$ cat src/rtl/ascon_pack_pkg.sv
// Shared constants and types for the Ascon-128 datapath feeders.
// Holds the rate/padding constants and the packer state encoding.
package ascon_pack;

  localparam int unsigned ASCON_RATE_BYTES = 8;
  localparam logic [7:0]  ASCON_PAD_BYTE   = 8'h80;

  typedef enum logic [1:0] {
    PK_FILL,
    PK_OUT,
    PK_PAD
  } packer_state_t;

endpackage

$ cat src/rtl/ascon_pad_insert.sv
// Combinational Ascon padding: keeps lanes below count_i, writes the pad byte at
// lane count_i and zeroes every later lane. Lane 0 is bits [63:56].
module ascon_pad_insert
  import ascon_pack::*;
#(
  parameter logic [7:0] PAD_BYTE = ASCON_PAD_BYTE
) (
  input  logic [63:0] buffer_i,
  input  logic [2:0]  count_i,
  output logic [63:0] padded_o
);

  always_comb begin
    padded_o = '0;
    for (int unsigned i = 0; i < ASCON_RATE_BYTES; i++) begin
      if (i < 32'(count_i)) begin
        padded_o[63-8*i -: 8] = buffer_i[63-8*i -: 8];
      end else if (i == 32'(count_i)) begin
        padded_o[63-8*i -: 8] = PAD_BYTE;
      end
    end
  end

endmodule

$ cat src/rtl/ascon_data_packer.sv
// Packs a byte stream big-endian into 64-bit Ascon rate blocks, applies 0x80
// padding and reports the message byte count of each block.
module ascon_data_packer
  import ascon_pack::*;
#(
  parameter int unsigned RATE_BYTES = ASCON_RATE_BYTES,
  parameter logic [7:0]  PAD_BYTE   = ASCON_PAD_BYTE
) (
  input  logic        clock_i,
  input  logic        resetb_i,
  input  logic [7:0]  byte_i,
  input  logic        byte_valid_i,
  input  logic        byte_last_i,
  input  logic        empty_i,
  output logic        byte_ready_o,
  output logic [63:0] block_o,
  output logic        block_valid_o,
  output logic        block_last_o,
  output logic [3:0]  block_nbytes_o,
  input  logic        block_ready_i
);

  localparam logic [3:0]  FULL_NBYTES = 4'(RATE_BYTES);
  localparam logic [63:0] PAD_BLOCK   = {PAD_BYTE, 56'h0};

  packer_state_t state_q;
  logic [2:0]    count_q;
  logic [63:0]   buf_q;
  logic [63:0]   block_q;
  logic          last_q;
  logic [3:0]    nbytes_q;
  logic          pad_pending_q;

  logic [63:0]   buf_wr;
  logic [63:0]   buf_padded;
  logic [2:0]    count_inc;

  assign count_inc = count_q + 3'd1;

  always_comb begin
    buf_wr = buf_q;
    buf_wr[6'd63 - {count_q, 3'b000} -: 8] = byte_i;
  end

  // Pad goes right after the byte being written this cycle.
  ascon_pad_insert #(
    .PAD_BYTE (PAD_BYTE)
  ) u_pad_insert (
    .buffer_i (buf_wr),
    .count_i  (count_inc),
    .padded_o (buf_padded)
  );

  always_ff @(posedge clock_i) begin
    if (resetb_i) begin
      state_q       <= PK_FILL;
      count_q       <= '0;
      buf_q         <= '0;
      block_q       <= '0;
      last_q        <= 1'b0;
      nbytes_q      <= '0;
      pad_pending_q <= 1'b0;
    end else begin
      unique case (state_q)
        PK_FILL: begin
          if (byte_valid_i) begin
            if (count_q == 3'd7) begin
              // Full block; a last byte here needs a separate all-pad block.
              block_q       <= buf_wr;
              last_q        <= 1'b0;
              nbytes_q      <= FULL_NBYTES;
              pad_pending_q <= byte_last_i;
              buf_q         <= '0;
              count_q       <= '0;
              state_q       <= PK_OUT;
            end else if (byte_last_i) begin
              block_q  <= buf_padded;
              last_q   <= 1'b1;
              nbytes_q <= {1'b0, count_inc};
              buf_q    <= '0;
              count_q  <= '0;
              state_q  <= PK_OUT;
            end else begin
              buf_q   <= buf_wr;
              count_q <= count_inc;
            end
          end else if (empty_i && (count_q == 3'd0)) begin
            block_q  <= PAD_BLOCK;
            last_q   <= 1'b1;
            nbytes_q <= '0;
            state_q  <= PK_OUT;
          end
        end
        PK_OUT: begin
          if (block_ready_i) begin
            if (pad_pending_q) begin
              pad_pending_q <= 1'b0;
              block_q       <= PAD_BLOCK;
              last_q        <= 1'b1;
              nbytes_q      <= '0;
              state_q       <= PK_PAD;
            end else begin
              block_q  <= '0;
              last_q   <= 1'b0;
              nbytes_q <= '0;
              state_q  <= PK_FILL;
            end
          end
        end
        PK_PAD: begin
          if (block_ready_i) begin
            block_q  <= '0;
            last_q   <= 1'b0;
            nbytes_q <= '0;
            state_q  <= PK_FILL;
          end
        end
        default: state_q <= PK_FILL;
      endcase
    end
  end

  assign byte_ready_o   = (state_q == PK_FILL);
  assign block_valid_o  = (state_q != PK_FILL);
  assign block_o        = block_q;
  assign block_last_o   = last_q;
  assign block_nbytes_o = nbytes_q;

endmodule

$ cat config.mk
export PLATFORM = sky130hd
export DESIGN_NAME = ascon_data_packer
export DESIGN_NICKNAME = d
export VERILOG_FILES = /design/src/rtl/ascon_pack_pkg.sv /design/src/rtl/ascon_pad_insert.sv /design/src/rtl/ascon_data_packer.sv
export SDC_FILE = /design/constraint.sdc
export NUM_CORES = 1
export LEC_CHECK = 0
export BUFFER_PORTS_ARGS = -buffer_cell sky130_fd_sc_hd__buf_2
export CORE_MARGIN = 8
export CORE_UTILIZATION = 54
export DETAILED_ROUTE_END_ITERATION = 7
export PLACE_DENSITY = 0.82
export SLEW_MARGIN = 20
export SYNTH_ARGS = -nofsm -noshare
export SYNTH_HDL_FRONTEND = slang
export SYNTH_SLANG_ARGS = --single-unit
$ cat constraint.sdc
create_clock -name clock_i -period 4.5 [get_ports clock_i]
set_clock_uncertainty 0.2 [all_clocks]
set_input_delay 0.45 -clock clock_i [delete_from_list [all_inputs] [get_ports clock_i]]
set_output_delay 0.45 -clock clock_i [all_outputs]
set_load 0.02 [all_outputs]
==> run_results.csv, run 1 <==
group,metric,value,unit
floorplan,design.core.area,11300,um2
timing,fin_tns_setup,0,ns
power,power,2970,uW
synthesis,synth_nets,698,
drt,drcViolationCount,0,
cts,htree_num_levels,4,
cts,ctsHoldBuffers,0,
timing,slew_headroom,0.298,
critical_path,worst-setup-path-type,"flip-flop to flip-flop",
critical_path,worstPathArrival,3.35,ns
timing,postLayoutSetupSlackWorst,1.26,ns
timing,timing_hold_violations_final,0,
job,max_cap_violations,0,
floorplan,fp.dieArea,15000,um2
layout,final_nets,758,
synthesis,synth.avg_cell_area,9.14,um2
place,gp_congestion,0.906,
outcome,status,"completed",
timing,hold_slack,0.158,ns
cts,cts-buffers-inserted,17,
layout,drive_gt1_frac,0.249,
cts,post_cts.repair.setup_buffers,0,
hold_path,worstHoldPathType,"input port to flip-flop",
floorplan,io_pins,85,
drt,dr.pass1.iters,6,
timing,finalSetupViolations,0,
timing,worst_pin_slew,1.05,ns
critical_path,worst_setup_path_end_kind,"flip-flop",
timing,post_route_fraction_of_the_period_consumed_by_the_critical_path,0.719,
drt,detail_route_antenna_nets,0,
synthesis,synthesis.instances,671,
timing,timing.final.crit_period,3.24,ns
drt,drt-total-wl,16500,um
timing,final_max_slew_viol_count,0,
global_route,grt_pass1_vias,5290,
floorplan,fp.dieH,123,um
drt,drt_first_iter_violations,481,
synthesis,synth_warnings,0,
floorplan,die_width,123,um
synthesis,yosys_most_used_dff,"sky130_fd_sc_hd__dfxtp_1",
cts,cts_num_sinks,131,
place,preCtsSetupSlack,1.33,ns
cts,cts_max_path_buffers,2,
layout,final_cell_mix,"131 x sky130_fd_sc_hd__dfxtp_1, 84 x sky130_fd_sc_hd__buf_2, 59 x sky130_fd_sc_hd__nand2_1, 53 x sky130_fd_sc_hd__o21ai_0, 34 x sky130_fd_sc_hd__nor2_1",
global_route,grt-ovfl-total,0,
cts,cts_tree,"yes",
drt,via_count,5450,
power,vdd_drop_max,0.000287,V
critical_path,cp_data_required_time,4.61,ns
drt,number_of_vias_per_cell,6.14,
floorplan,core.rowCount,39,
synthesis,ys_seq_area_frac,0.427,
synthesis,post_synth_instance_area,6130,um2
cts,clk_root_buffer_cell,"sky130_fd_sc_hd__clkbuf_16",
layout,n_antenna_cell,0,
cts,clk_pin_slew,0.06,ns
layout,mostFrequentLayoutCell,"sky130_fd_sc_hd__dfxtp_1",
synthesis,synth_cell_types,60,
synthesis,synth_enable_flop_cells,0,
floorplan,initial_utilization,0.544,
power,power_density,414,nW/um2
timing,fmax,309,MHz
critical_path,cp_max_fo,41,
cts,worst_skew_pair.late_latency,0.42,ns
critical_path,timing.critical_path.from_type,"flip-flop",
timing,grt_setup_unrepaired,"false",
synthesis,ys_seq_elements,131,
power,power_leakage,0.00298,uW
synthesis,ys_async_sr_fraction,0,
global_route,largest_net_degree_at_the_start_of_global_routing,53,
layout,syn_to_final_growth,17.0,%
place,io_buffer_count,84,
drt,wl_per_cell,18.6,um
global_route,grt_first_pass_wirelength,26600,um
cts,cts_resized,0,
global_route,grtUsageTotal,0.223,
place,dp_hpwl,11100,um
global_route,grt_antenna_before_repair,0,
==> final cells by class <==
cell class | count | area [um2]
clock buffers | 20 | 457
clock inverters | 12 | 154
fillers | 838 | 4100
inverters | 11 | 41.3
multi-input cells | 477 | 3240
flip-flops and latches | 131 | 2620
well taps | 143 | 179
repair buffers | 93 | 488
==> logic make-up after synthesis <==
logic type,count (synthesis),synth area share
flip-flops,131,0.427
AND/OR/NAND/NOR,239,0.213
AO/OA/AOI/OAI,174,0.199
multiplexers,51,0.0873
buffers and inverters,63,0.0469
adder cells (fa/ha/maj),13,0.0265
==> power breakdown <==
group / leakage [uW] / switching [uW] / internal [uW] / total [uW]
clock: 0.000293 / 521 / 901 / 1420
combinational: 0.00163 / 257 / 104 / 361
sequential: 0.00106 / 11.4 / 1180 / 1190
==> final timing paths <==
path	startpoint	endpoint	slack, ns	depth (start not counted)
worst max-delay path	count_q[1]$_SDFFE_PP0P_	block_o[49]$_SDFFE_PP0P_	1.26	7
worst min-delay path	byte_i[3]	block_o[3]$_SDFFE_PP0P_	0.16	2
worst max register to register	count_q[1]$_SDFFE_PP0P_	block_o[49]$_SDFFE_PP0P_	1.26	7
worst min register to register	block_o[22]$_SDFFE_PP0P_	block_o[22]$_SDFFE_PP0P_	0.25	2
==> cells in the mapped netlist (all sizes together) (17+ instances only) <==
master,n,area share
a31o,31,0.044
dfxtp,131,0.43
nor2,35,0.022
mux2i,31,0.051
mux2,20,0.037
a21oi,24,0.020
a22oi,22,0.027
and2,26,0.027
and3b,17,0.024
buf,17,0.019
nand2,60,0.037
o21ai,56,0.046
nor3,19,0.016
nand3,26,0.022
clkbuf,35,0.021
==> critical path: stages (launching register included) <==
cell and delay [ns]:
sky130_fd_sc_hd__dfxtp_1 0.30, sky130_fd_sc_hd__buf_4 0.27, sky130_fd_sc_hd__ha_1 0.26, sky130_fd_sc_hd__ha_1 0.55
sky130_fd_sc_hd__nand4bb_1 0.28, sky130_fd_sc_hd__o2111ai_4 0.55, sky130_fd_sc_hd__buf_4 0.43, sky130_fd_sc_hd__a31o_2 0.26
==> state kept, by name (all words and copies together), names as in the netlist <==
register	flops
block_last_o	1
block_nbytes_o	4
block_o	64
buf_q	56
count_q	3
pad_pending_q	1
state_q	2
==> per-stage QoR <==
stage | cells | cell area (um2) | utilization
after floorplan | 671 | 6130 | -
after global placement | 855 | 6570 | 0.583
after detailed placement | 855 | 6570 | 0.583
after CTS | 887 | 7180 | 0.637
after global routing | 887 | 7180 | 0.637
final | 887 | 7180 | 0.637
==> layer usage <==
metal / GRT usage / routed length (um) / vias to the layer above
met5: 0 / 0 / -
met4: 0.104 / 527 / 0
met3: 0.0575 / 1250 / 57
met2: 0.357 / 7850 / 270
met1: 0.277 / 6870 / 2588
li1: - / - / 2535
Note: power is estimated with default switching activity, not from simulation.
==> run 2, diff against run 1 <==
- ABC_AREA: unset -> 1
- clock period: 4.5 -> 3.2 ns (I/O delays scaled with it)
==> run 2 against run 1 <==
Maximum frequency rose by 17%. Die area rose by 0.56%. Core utilization rose by 0.54 points. Sequential cell count did not move. Combinational power rose to 4.5 times the previous value. Via count rose by 12%.
==> run_results.csv, run 2 <==
group,metric,value,unit
power,p_clk_frac,0.376,
timing,hold_slack,0.0420,ns
synthesis,synth.top_cells.by_count,"262 x sky130_fd_sc_hd__nand2_1, 131 x sky130_fd_sc_hd__dfxtp_1, 123 x sky130_fd_sc_hd__a21oi_1, 73 x sky130_fd_sc_hd__nor2_1, 58 x sky130_fd_sc_hd__nand3_1",
drt,drt_first_iter_violations,640,
critical_path,cp_max_fo,40,
layout,largest_register_ff_count,64,
global_route,grt_first_pass_wirelength,27900,um
drt,drt-total-wl,17200,um
layout,fillCellCount,1004,
critical_path,worst-setup-path-type,"flip-flop to flip-flop",
layout,final_cell_count_no_fill,1109,
synthesis,yosysMostFrequentCell,"sky130_fd_sc_hd__nand2_1",
critical_path,worst_setup_path_end_kind,"flip-flop",
floorplan,core.rowCount,39,
timing,fmax,363,MHz
cts,post_cts.repair.setup_buffers,0,
place,io_buffer_count,84,
synthesis,synth_nets,916,
synthesis,ys_async_sr_fraction,0,
timing,finalSetupViolations,0,
timing,grt_setup_unrepaired,"false",
place,post-place-cells,1077,
timing,timing.final.crit_period,2.76,ns
critical_path,critPathMaxStageDelay,0.56,ns
power,power_density,763,nW/um2
synthesis,synth_top_area_cell,"sky130_fd_sc_hd__dfxtp_1",
layout,syn_to_final_growth,17.2,%
synthesis,yosys_most_used_dff,"sky130_fd_sc_hd__dfxtp_1",
place,gp_congestion,0.999,
cts,cts_tree,"yes",
synthesis,ys_seq_area_frac,0.425,
global_route,grt-ovfl-total,0,
synthesis,synth_cell_types,34,
global_route,grt_pass1_vias,5624,
critical_path,critical_path.cell_chain,"ha_1, ha_1, nor2_1, nand2_4, nand3_4, nor2_4, buf_4, nand3_1, a21oi_1",
power,p_comb_frac,0.295,
synthesis,ys_seq_elements,131,
power,power_report.internal_total,3540,uW
cts,htree_num_levels,4,
layout,mostFrequentLayoutCell,"sky130_fd_sc_hd__nand2_1",
timing,final_max_slew_viol_count,0,
floorplan,initial_utilization,0.548,
critical_path,worstPathArrival,2.91,ns
drt,via_count,6095,
floorplan,die_width,123,um
drt,wl_per_cell,15.5,um
synthesis,post_synth_instance_area,6170,um2
layout,post_layout_utilization_of_the_core,0.642,
layout,seqCellArea,2620,um2
floorplan,io_pins,85,
cts,cts-buffers-inserted,17,
synthesis,synth.top_cell.area_share,0.425,
floorplan,fp.dieArea,15100,um2
layout,n_antenna_cell,0,
synthesis,synth_warnings,0,
cts,cts_num_sinks,131,
global_route,largest_net_degree_at_the_start_of_global_routing,60,
critical_path,cp_slowest_cell,"sky130_fd_sc_hd__dfxtp_1",
floorplan,design.core.area,11300,um2
cts,clk_pin_slew,0.06,ns
timing,post_route_fraction_of_the_period_consumed_by_the_critical_path,0.862,
cts,cts_resized,0,
power,power_frac_seq,0.330,
drt,drcViolationCount,0,
drt,number_of_vias_per_cell,5.50,
timing,timing_hold_violations_final,0,
cts,worst_skew_pair.late_latency,0.42,ns
drt,detail_route_antenna_nets,0,
critical_path,cp_data_required_time,3.35,ns
critical_path,timing.critical_path.from_type,"flip-flop",
outcome,status,"completed",
synthesis,synthesis.instances,889,
power,p_sw_frac,0.359,
cts,ctsHoldBuffers,0,
synthesis,synth.avg_cell_area,6.95,um2
layout,final_nets,980,
cts,clk_root_buffer_cell,"sky130_fd_sc_hd__clkbuf_16",
critical_path,crit_path_frequent_cell,"sky130_fd_sc_hd__ha_1",
power,power.net_switching,1980,uW
layout,multiInputGateArea,3110,um2
synthesis,synth_enable_flop_cells,0,
hold_path,worstHoldPathType,"input port to flip-flop",
drt,dr.pass1.iters,6,
timing,slew_headroom,0.558,
global_route,grt_antenna_before_repair,0,
synthesis,synth_area_leaders,"sky130_fd_sc_hd__dfxtp_1 42%, sky130_fd_sc_hd__nand2_1 16%, sky130_fd_sc_hd__a21oi_1 10%",
power,power_leakage,0.00283,uW
global_route,grtUsageTotal,0.233,
layout,final_cell_mix,"262 x sky130_fd_sc_hd__nand2_1, 131 x sky130_fd_sc_hd__dfxtp_1, 123 x sky130_fd_sc_hd__a21oi_1, 83 x sky130_fd_sc_hd__buf_2, 73 x sky130_fd_sc_hd__nor2_1",
job,max_cap_violations,0,
floorplan,fp.dieH,123,um
layout,drive_gt1_frac,0.157,
power,vdd_drop_max,0.000659,V
cts,cts_max_path_buffers,2,
timing,worst_pin_slew,0.663,ns
place,dp_hpwl,11800,um
timing,fin_tns_setup,0,ns
-- run 2: worst paths after layout --
check | from | endpoint | slack, ns | cells after the start
setup reg to reg | count_q[1]$_SDFFE_PP0P_ | block_o[53]$_SDFFE_PP0P_ | 0.44 | 9
setup / recovery | count_q[1]$_SDFFE_PP0P_ | block_o[53]$_SDFFE_PP0P_ | 0.44 | 9
hold reg to reg | block_nbytes_o[0]$_SDFFE_PP0P_ | block_nbytes_o[0]$_SDFFE_PP0P_ | 0.25 | 2
hold / removal | byte_last_i | pad_pending_q$_SDFFE_PP0P_ | 0.04 | 5
-- run 2: metrics by stage --
step	power, uW	area [um2]	setup WS (ns)
CTS	5530	7240	0.476
floorplan	3080	6170	0.913
finish	5520	7240	0.443
detailed placement	3460	6610	0.553
global placement	3450	6610	0.623
global route	5800	7240	0.236
-- run 2: power by group through the flow --
stage	clock [uW]	sequential [uW]	combinational, uW
after floorplan	0	1940	1140
after global placement	0	1850	1600
after detailed placement	0	1850	1610
after CTS	2090	1820	1620
after global routing	2160	1840	1800
final	2070	1820	1630
-- run 2: kinds of logic (layout without fill, tap and decap cells) --
group / after synthesis / count (layout) / share of synthesized area
flip-flops: 131 / 131 / 0.425
buffers and inverters: 99 / 176 / 0.0709
AND/OR/NAND/NOR: 448 / 448 / 0.314
AO/OA/AOI/OAI: 198 / 198 / 0.164
adder cells (fa/ha/maj): 13 / 13 / 0.0263
-- run 2: final cells by class --
type,count,share of cell area
flip-flops and latches,131,0.362
multi-input cells,659,0.430
well taps,143,0.0247
clock inverters,9,0.0209
repair buffers,96,0.0709
clock buffers,23,0.0660
inverters,48,0.0249
-- run 2: layer usage --
metal | vias to the layer above | global-route usage | routed length, um
li1 | 3044 | - | -
met1 | 2788 | 0.289 | 7430
met2 | 225 | 0.375 | 7930
met3 | 38 | 0.0644 | 1410
met4 | 0 | 0.0944 | 448
met5 | - | 0 | 0
-- run 2: critical path: cells and delay by family (launching register included) --
family,cells,cell delay (ns)
AND/OR/NAND/NOR,5,0.73
adder cells (fa/ha/maj),2,0.61
flip-flops,1,0.56
buffers and inverters,1,0.38
AO/OA/AOI/OAI,1,0.17
==> run 3, diff against run 2 <==
- CTS_BUF_LIST: unset -> sky130_fd_sc_hd__clkbuf_4 sky130_fd_sc_hd__clkbuf_8
==> run 3 against run 2 <==
Count of clock-buffer cells in the layout did not move. Largest cell class unchanged. Clock power fell by 24%. Critical endpoint is now block_o[25]$_SDFFE_PP0P_. First-iteration DRC count fell by 25%. Critical path type unchanged. Worst hold slack improved by 0.11 ns. Global-route usage fell by 0.44 points. Sequential share of layout area rose by 0.87 points.
==> run_results.csv, run 3 (synthesized netlist as in run 2, its figures left out) <==
group,metric,value,unit
outcome,status,"completed",
critical_path,cp_data_required_time,3.39,ns
layout,n_antenna_cell,0,
layout,syn_to_final_growth,14.5,%
drt,drt-total-wl,16800,um
global_route,grt_pass1_vias,5534,
cts,htree_num_levels,4,
drt,dr.pass1.iters,5,
timing,finalSetupViolations,0,
timing,slew_headroom,0.565,
floorplan,fp.dieArea,15100,um2
cts,clk_root_buffer_cell,"sky130_fd_sc_hd__clkbuf_8",
timing,hold_slack,0.152,ns
layout,largest_register_ff_count,64,
timing,post_route_fraction_of_the_period_consumed_by_the_critical_path,0.874,
cts,cts-buffers-inserted,17,
critical_path,critPathMaxStageDelay,0.58,ns
global_route,grt-ovfl-total,0,
place,post-place-cells,1077,
critical_path,worst-setup-path-type,"flip-flop to flip-flop",
layout,final_cell_mix,"262 x sky130_fd_sc_hd__nand2_1, 131 x sky130_fd_sc_hd__dfxtp_1, 123 x sky130_fd_sc_hd__a21oi_1, 83 x sky130_fd_sc_hd__buf_2, 73 x sky130_fd_sc_hd__nor2_1",
drt,detail_route_antenna_nets,0,
critical_path,timing.critical_path.from_type,"flip-flop",
global_route,largest_net_degree_at_the_start_of_global_routing,60,
timing,timing_hold_violations_final,0,
global_route,grt_first_pass_wirelength,27400,um
layout,mostFrequentLayoutCell,"sky130_fd_sc_hd__nand2_1",
place,dp_hpwl,11800,um
place,gp_congestion,0.999,
cts,worst_skew_pair.late_latency,0.46,ns
floorplan,io_pins,85,
timing,timing.final.crit_period,2.80,ns
power,vdd_drop_max,0.000570,V
cts,cts_tree,"yes",
timing,worst_pin_slew,0.653,ns
drt,drcViolationCount,0,
critical_path,worstPathArrival,2.98,ns
cts,cts_max_path_buffers,2,
floorplan,initial_utilization,0.548,
critical_path,worst_setup_path_end_kind,"flip-flop",
drt,via_count,6074,
critical_path,cp_slowest_cell,"sky130_fd_sc_hd__dfxtp_1",
floorplan,design.core.area,11300,um2
timing,fin_tns_setup,0,ns
timing,final_max_slew_viol_count,0,
layout,drive_gt1_frac,0.160,
critical_path,crit_path_frequent_cell,"sky130_fd_sc_hd__ha_1",
critical_path,cp_max_fo,40,
floorplan,die_width,123,um
layout,post_layout_utilization_of_the_core,0.627,
drt,wl_per_cell,15.2,um
drt,drt_first_iter_violations,480,
global_route,grtUsageTotal,0.228,
timing,grt_setup_unrepaired,"false",
global_route,grt_antenna_before_repair,0,
floorplan,fp.dieH,123,um
power,power_density,710,nW/um2
cts,cts_num_sinks,131,
critical_path,timing.reg2reg.setup_slack,0.40,ns
cts,clk_pin_slew,0.08,ns
job,max_cap_violations,0,
critical_path,critical_path.cell_chain,"ha_1, ha_1, nor2_1, nand2_4, nand3_4, nor2_4, buf_4, nand4_1, a21oi_1",
cts,cts_resized,0,
layout,final_cell_count_no_fill,1110,
layout,final_nets,981,
power,power_leakage,0.00276,uW
hold_path,worstHoldPathType,"input port to flip-flop",
timing,fmax,358,MHz
drt,number_of_vias_per_cell,5.47,
floorplan,core.rowCount,39,
place,io_buffer_count,84,
## run 3: final cells by class
class	count	area, um2
clock buffers	23	298
clock inverters	9	151
fillers	1047	4200
inverters	48	180
multi-input cells	659	3110
flip-flops and latches	131	2620
well taps	143	179
repair buffers	97	523
## run 3: power by group
| part | switching (uW) | total, uW | internal [uW] |
|---|---|---|---|
| Sequential | 66.0 | 1820 | 1750 |
| Clock | 636 | 1570 | 934 |
| Combinational | 1200 | 1630 | 425 |
## run 3: through the flow
stage                     worst slack (ns)  area [um2]  power, uW
after global placement               0.623        6610       3450
final                                0.404        7070       5020
after global routing                 0.258        7070       5290
after floorplan                      0.913        6170       3080
after CTS                            0.434        7070       5040
after detailed placement             0.553        6610       3460
## run 3: final timing paths
path	from	endpoint	cells past startpoint
worst min-delay path	byte_i[7]	block_o[7]$_SDFFE_PP0P_	5
worst max register to register	count_q[1]$_SDFFE_PP0P_	block_o[25]$_SDFFE_PP0P_	9
worst min register to register	block_nbytes_o[1]$_SDFFE_PP0P_	block_nbytes_o[1]$_SDFFE_PP0P_	2
worst max-delay path	count_q[1]$_SDFFE_PP0P_	block_o[25]$_SDFFE_PP0P_	9
## run 3: what timing repair did
| item | 4_1_cts | 5_1_grt |
|---|---|---|
| endpoints found under the hold margin | 1 | 0 |
| hold buffers | 1 | 0 |
| buffers inserted | 0 | 0 |
## run 3: critical path: cells and delay by family (launching register included)
| family | cells | cell delay, ns |
|---|---|---|
| buf+inv | 1 | 0.37 |
| compound gates | 1 | 0.18 |
| fa+ha+maj | 2 | 0.61 |
| simple gates | 5 | 0.76 |
| flops | 1 | 0.58 |
## run 3: layer usage
layer | GRT usage | wire length (um) | vias up
li1 | - | - | 3035
met1 | 0.287 | 7240 | 2750
met2 | 0.361 | 7720 | 246
met3 | 0.0630 | 1410 | 43
met4 | 0.102 | 461 | 0
met5 | 0 | 0 | -
